===== src/rtl/ball_engine.sv =====
// Pong game-state engine: per-frame ball motion, wall/paddle bounces, BCD scoring and serve/game-over flow.
// Optional macro SPEEDUP_EN: each paddle reflection raises the x step by one, capped at MAX_SPEED.
module ball_engine #(
  parameter int SPEED       = 4,
  parameter int SPEED_Y     = 2,
  parameter int SERVE_DELAY = 60,
  parameter int WIN_SCORE   = 9,
  parameter int MAX_SPEED   = 8
) (
  input  logic        clk,
  input  logic        rst,
  input  logic        frame_tick,
  input  logic        start,
  input  logic [19:0] ppos,
  output logic [19:0] ball,
  output logic [7:0]  score,
  output logic        game_over
);

  localparam int CW = (SERVE_DELAY > 1) ? $clog2(SERVE_DELAY + 1) : 1;

  localparam logic [9:0]    CENTER_X = 10'd324;
  localparam logic [9:0]    CENTER_Y = 10'd303;
  localparam logic [10:0]   TOP_Y    = 11'd137;
  localparam logic [10:0]   BOT_Y    = 11'd470;
  localparam logic [10:0]   STEP_Y   = 11'(SPEED_Y);
  localparam logic [10:0]   STEP_X0  = 11'(SPEED);
  localparam logic [CW-1:0] DELAY    = CW'(SERVE_DELAY);
  localparam logic [3:0]    WIN      = 4'(WIN_SCORE);

  typedef enum logic [1:0] {
    IDLE     = 2'd0,
    SERVE    = 2'd1,
    PLAY     = 2'd2,
    GAMEOVER = 2'd3
  } state_t;

  state_t        state_q, state_n;
  logic [9:0]    bx_q, bx_n, by_q, by_n;
  logic          dx_q, dx_n, dy_q, dy_n;
  logic [CW-1:0] cnt_q, cnt_n;
  logic [10:0]   step_q, step_n, step_bump;
  logic [3:0]    sl_q, sl_n, sr_q, sr_n;
  logic [3:0]    sl_inc, sr_inc;
  logic          go_n;
  logic          pt_l, pt_r;

  logic [10:0] bx_w, by_w, lpad, rpad;
  logic        ovl_l, ovl_r, hit_l, hit_r;

  assign bx_w = {1'b0, bx_q};
  assign by_w = {1'b0, by_q};
  assign lpad = {1'b0, ppos[9:0]};
  assign rpad = {1'b0, ppos[19:10]};

  // Ball rows by-7..by-1 against paddle rows 129+p..175+p, rearranged so nothing subtracts.
  assign ovl_l = (by_w <= lpad + 11'd182) && (by_w >= lpad + 11'd130);
  assign ovl_r = (by_w <= rpad + 11'd182) && (by_w >= rpad + 11'd130);
  assign hit_l = (bx_w > 11'd30) && (bx_w <= step_q + 11'd30) && ovl_l;
  assign hit_r = (bx_w < 11'd618) && (bx_w + step_q >= 11'd618) && ovl_r;

  assign sl_inc = (sl_q >= 4'd9) ? 4'd9 : sl_q + 4'd1;
  assign sr_inc = (sr_q >= 4'd9) ? 4'd9 : sr_q + 4'd1;

`ifdef SPEEDUP_EN
  assign step_bump = (step_q >= 11'(MAX_SPEED)) ? 11'(MAX_SPEED) : step_q + 11'd1;
`else
  assign step_bump = step_q;
`endif

  always_comb begin
    state_n = state_q;
    bx_n    = bx_q;
    by_n    = by_q;
    dx_n    = dx_q;
    dy_n    = dy_q;
    cnt_n   = cnt_q;
    step_n  = step_q;
    sl_n    = sl_q;
    sr_n    = sr_q;
    pt_l    = 1'b0;
    pt_r    = 1'b0;

    case (state_q)
      IDLE, GAMEOVER: begin
        // A valid start swallows any frame_tick arriving in the same cycle.
        if (start) begin
          state_n = SERVE;
          sl_n    = 4'd0;
          sr_n    = 4'd0;
          dx_n    = 1'b1;
          cnt_n   = DELAY;
          step_n  = STEP_X0;
          bx_n    = CENTER_X;
          by_n    = CENTER_Y;
        end
      end

      SERVE: begin
        if (frame_tick) begin
          if (cnt_q == '0) state_n = PLAY;
          else             cnt_n   = cnt_q - 1'b1;
        end
      end

      PLAY: begin
        if (frame_tick) begin
          if (dy_q) begin
            if (by_w + STEP_Y > BOT_Y) begin
              by_n = BOT_Y[9:0];
              dy_n = 1'b0;
            end else begin
              by_n = 10'(by_w + STEP_Y);
            end
          end else begin
            if (by_w < TOP_Y + STEP_Y) begin
              by_n = TOP_Y[9:0];
              dy_n = 1'b1;
            end else begin
              by_n = 10'(by_w - STEP_Y);
            end
          end

          if (dx_q) begin
            if (hit_r) begin
              bx_n   = 10'd617;
              dx_n   = 1'b0;
              step_n = step_bump;
            end else if (bx_w + step_q > 11'd639) begin
              pt_l = 1'b1;
            end else begin
              bx_n = 10'(bx_w + step_q);
            end
          end else begin
            if (hit_l) begin
              bx_n   = 10'd31;
              dx_n   = 1'b1;
              step_n = step_bump;
            end else if (bx_w < step_q + 11'd8) begin
              pt_r = 1'b1;
            end else begin
              bx_n = 10'(bx_w - step_q);
            end
          end

          // A miss recentres the ball and serves toward the player who lost the point.
          if (pt_l || pt_r) begin
            bx_n = CENTER_X;
            by_n = CENTER_Y;
            dx_n = pt_l;
            if (pt_l) sl_n = sl_inc;
            else      sr_n = sr_inc;
            if ((pt_l && sl_inc == WIN) || (pt_r && sr_inc == WIN)) begin
              state_n = GAMEOVER;
            end else begin
              state_n = SERVE;
              cnt_n   = DELAY;
              step_n  = STEP_X0;
            end
          end
        end
      end

      default: state_n = IDLE;
    endcase

    go_n = (state_n == GAMEOVER);
  end

  always_ff @(posedge clk) begin
    if (rst) begin
      state_q   <= IDLE;
      bx_q      <= CENTER_X;
      by_q      <= CENTER_Y;
      dx_q      <= 1'b1;
      dy_q      <= 1'b1;
      cnt_q     <= '0;
      step_q    <= STEP_X0;
      sl_q      <= 4'd0;
      sr_q      <= 4'd0;
      game_over <= 1'b0;
    end else begin
      state_q   <= state_n;
      bx_q      <= bx_n;
      by_q      <= by_n;
      dx_q      <= dx_n;
      dy_q      <= dy_n;
      cnt_q     <= cnt_n;
      step_q    <= step_n;
      sl_q      <= sl_n;
      sr_q      <= sr_n;
      game_over <= go_n;
    end
  end

  assign ball  = {by_q, bx_q};
  assign score = {sr_q, sl_q};

endmodule


===== config.mk =====
export PLATFORM = sky130hd
export DESIGN_NAME = ball_engine
export DESIGN_NICKNAME = d
export VERILOG_FILES = /design/src/rtl/ball_engine.sv
export SDC_FILE = /design/constraint.sdc
export NUM_CORES = 1
export LEC_CHECK = 0
export CAP_MARGIN = 20
export CORE_ASPECT_RATIO = 0.5
export CORE_MARGIN = 8
export CORE_UTILIZATION = 30
export DETAILED_ROUTE_END_ITERATION = 12
export PLACE_DENSITY = 0.45
export REMOVE_ABC_BUFFERS = 1
export SLEW_MARGIN = 0
export SYNTH_ARGS = -nofsm -noshare
export SYNTH_HDL_FRONTEND = slang
export SYNTH_SLANG_ARGS = --single-unit

===== constraint.sdc =====
create_clock -name clk -period 6.3 [get_ports clk]
set_input_delay 0.945 -clock clk [delete_from_list [all_inputs] [get_ports clk]]
set_output_delay 0.945 -clock clk [all_outputs]
set_load 0.03 [all_outputs]

==> reports/results.ini <==
[critical_path]
critPathMaxFanout = 11
worst_ep_required_time_ps = 6490
timing.rr.end = by_q[7]
timing.rr.start = by_q[2]
regToRegSetupSlack_ps = 2580
crit_end = cnt_q[2]
crit_arrival_ps = 4700
crit_start = ppos[11]
endpoint_kind = flip-flop
cp-start-kind = input port
worstRegToRegCells = 10
critPathKind = in2reg

[final_layout]
layout_common_cells = 55 x nor2_1, 55 x ha_1, 52 x clkdlybuf4s50_1, 42 x inv_1, 41 x nand2_1
layout.nets = 715
syn2layout_area_growth_pct = 16.2
fillCellCount = 1568
drive_above_1_share = 0.0455
diodes = 0

[cts]
clk_pin_slew_ps = 60
cts.sinks = 39
cts_resized = 0
cts_max_level = 2
cts_hold_buf = 0
clock_latency_ps = 280
root_buffer = clkbuf_16
cts_tree = done
cts_buffers = 5
post_cts_buffers = 0
clock_path_buffers = 2

[floorplanning]
die-area_um2 = 19600
die_x_um = 190
initial_core_util = 0.311
ios = 53
rows = 31
die_h_um = 103
core-area_um2 = 14700

[timing]
clock.fmax_mhz = 222
tightest_slew_ps = 820
tns_ps = 0
rsz0062_at_grt = no
slew_violations = 0
slew_headroom = 0.453
period_minus_slack_ps = 4510
finalClockSkew_ps = 4.66
setup-violations-final = 0
hold_slack_ps = 498
fin_crit_sh = 0.716
finalHoldViolCount = 0

[synth]
synthCells = 613
synth_ff_type = dfxtp_1
synthArstFlopShare = 0
synth_area_um2 = 4550
synth_edf_count = 0
yosysUniqueCellTypes = 73
synth_warnings = 0
synth.avg_cell_area_um2 = 7.43
synth_seq_cells = 39
yosysSeqAreaShare = 0.171

[drt]
viasPerCell = 5.30
wl_per_cell_um = 16.1
drt-total-wl_um = 13500
dr.pass1.iters = 5
vias = 4424
detail-route-antenna-nets = 0
drtIter0Drc = 232
drcViolationCount = 0

[power_and_ir_drop]
power.clock.fraction = 0.338
cellPowerDensity_nw_per_um2 = 137
ir_drop_uv = 81.8
share_comb_of_total_power = 0.284
sw_frac_of_total = 0.316
p_switching_uw = 229
p_int_uw = 494
leakage_nw = 2.05
seqPwrFrac = 0.378

[hold_path]
hold_path_depth = 1
min_path_type = reg2reg

[outcome]
status = finished, final reports clean

[run]
max-cap-violations = 0

[placement]
dpl.hpwl_um = 10300
io_buffers = 52
gp_congestion = 0.779

[global_route]
gr-total-overflow = 0
grt_max_degree = 30
grt_pass1_vias = 4280
grt_usage = 0.138
grt_pass1_wl_um = 22400
antenna_found_initial = 0

==> area by class of cell <==
type	instances	area (µm²)	area share
multi-input cells	493	3420	0.647
flip-flops and latches	39	781	0.148
repair buffers	55	543	0.103
well taps	198	248	0.0468
inverters	42	158	0.0298
clock buffers	7	133	0.0251
clock inverters	1	5.00	0.000946
==> synthesized netlist by cell type, types with 14 or more instances <==
| cell type | number | area, µm² |
|---|---|---|
| nand3_1 | 29 | 145 |
| nand2_1 | 41 | 154 |
| xor2_1 | 19 | 166 |
| o21ai_0 | 35 | 175 |
| inv_1 | 42 | 158 |
| a21oi_1 | 37 | 185 |
| dfxtp_1 | 39 | 781 |
| xnor2_1 | 20 | 175 |
| clkbuf_1 | 24 | 90.1 |
| ha_1 | 55 | 688 |
| nor2_1 | 55 | 206 |
| nor2b_1 | 14 | 87.6 |
| nor3_1 | 15 | 75.1 |
==> power by group through the flow <==
| stage | Clock (mW) | Combinational [mW] | Sequential, mW |
|---|---|---|---|
| detailed placement | 0 | 0.206 | 0.279 |
| floorplan | 0 | 0.135 | 0.277 |
| finish | 0.244 | 0.205 | 0.273 |
| CTS | 0.253 | 0.207 | 0.273 |
| global route | 0.262 | 0.233 | 0.276 |
| global placement | 0 | 0.206 | 0.279 |
==> critical path, cell delays in order <==
cell and delay [ps]:
clkdlybuf4s50_1 580, inv_1 70, ha_1 220, nor2b_1 160, o31ai_1 110, a21boi_0 240, xnor2_1 150, ha_1 280
and3_1 190, o2111ai_1 90, o211ai_1 110, o221a_2 140, a2111oi_2 290, buf_4 260, o21a_4 180, o22ai_2 160
and2_1 260, a311oi_1 260
==> logic make-up (layout without fill, tap and decap cells) <==
group                    count (synthesis)  in the layout  synth area share
XOR/XNOR                                39             39            0.0750
flip-flops                              39             39             0.171
multiplexers                             4              4           0.00879
buffers and inverters                   81            105            0.0764
adder cells (fa/ha/maj)                 55             55             0.151
AO/OA/AOI/OAI                          184            184             0.284
AND/OR/NAND/NOR                        211            211             0.233
==> sequential cells by signal, summed over array words and instances (netlist names), 2 cells and up <==
register and count:
cnt_q 6, state_q 2, by_q 10, sl_q 4
bx_q 10, sr_q 4
==> through the flow <==
stage               instances  cell area (µm²)  power [mW]  worst slack (ps)  utilization
floorplan                 574             4360       0.412              2040            -
global placement          827             5150       0.484              1600        0.352
detailed placement        827             5150       0.484              1490        0.352
CTS                       835             5290       0.733              1800        0.361
global route              835             5290       0.771              1450        0.361
finish                    835             5290       0.722              1790        0.361
==> how the worst min path moves through the flow <==
stage / start / to / slack, ps
after global routing: cnt_q[5] / cnt_q[5] / 530
after global placement: cnt_q[5] / cnt_q[5] / 490
after floorplan: cnt_q[5] / cnt_q[5] / 440
after CTS: cnt_q[5] / cnt_q[5] / 500
after detailed placement: cnt_q[5] / cnt_q[5] / 490
final: cnt_q[5] / cnt_q[5] / 500
==> per-layer routing <==
layer	vias up	wire, µm	global-route usage
met4	0	89	0.0255
li1	2288	-	-
met5	-	0	0
met1	2067	7080	0.194
met3	4	445	0.0189
met2	65	5830	0.224
Note: power is estimated with default switching activity, not from simulation.
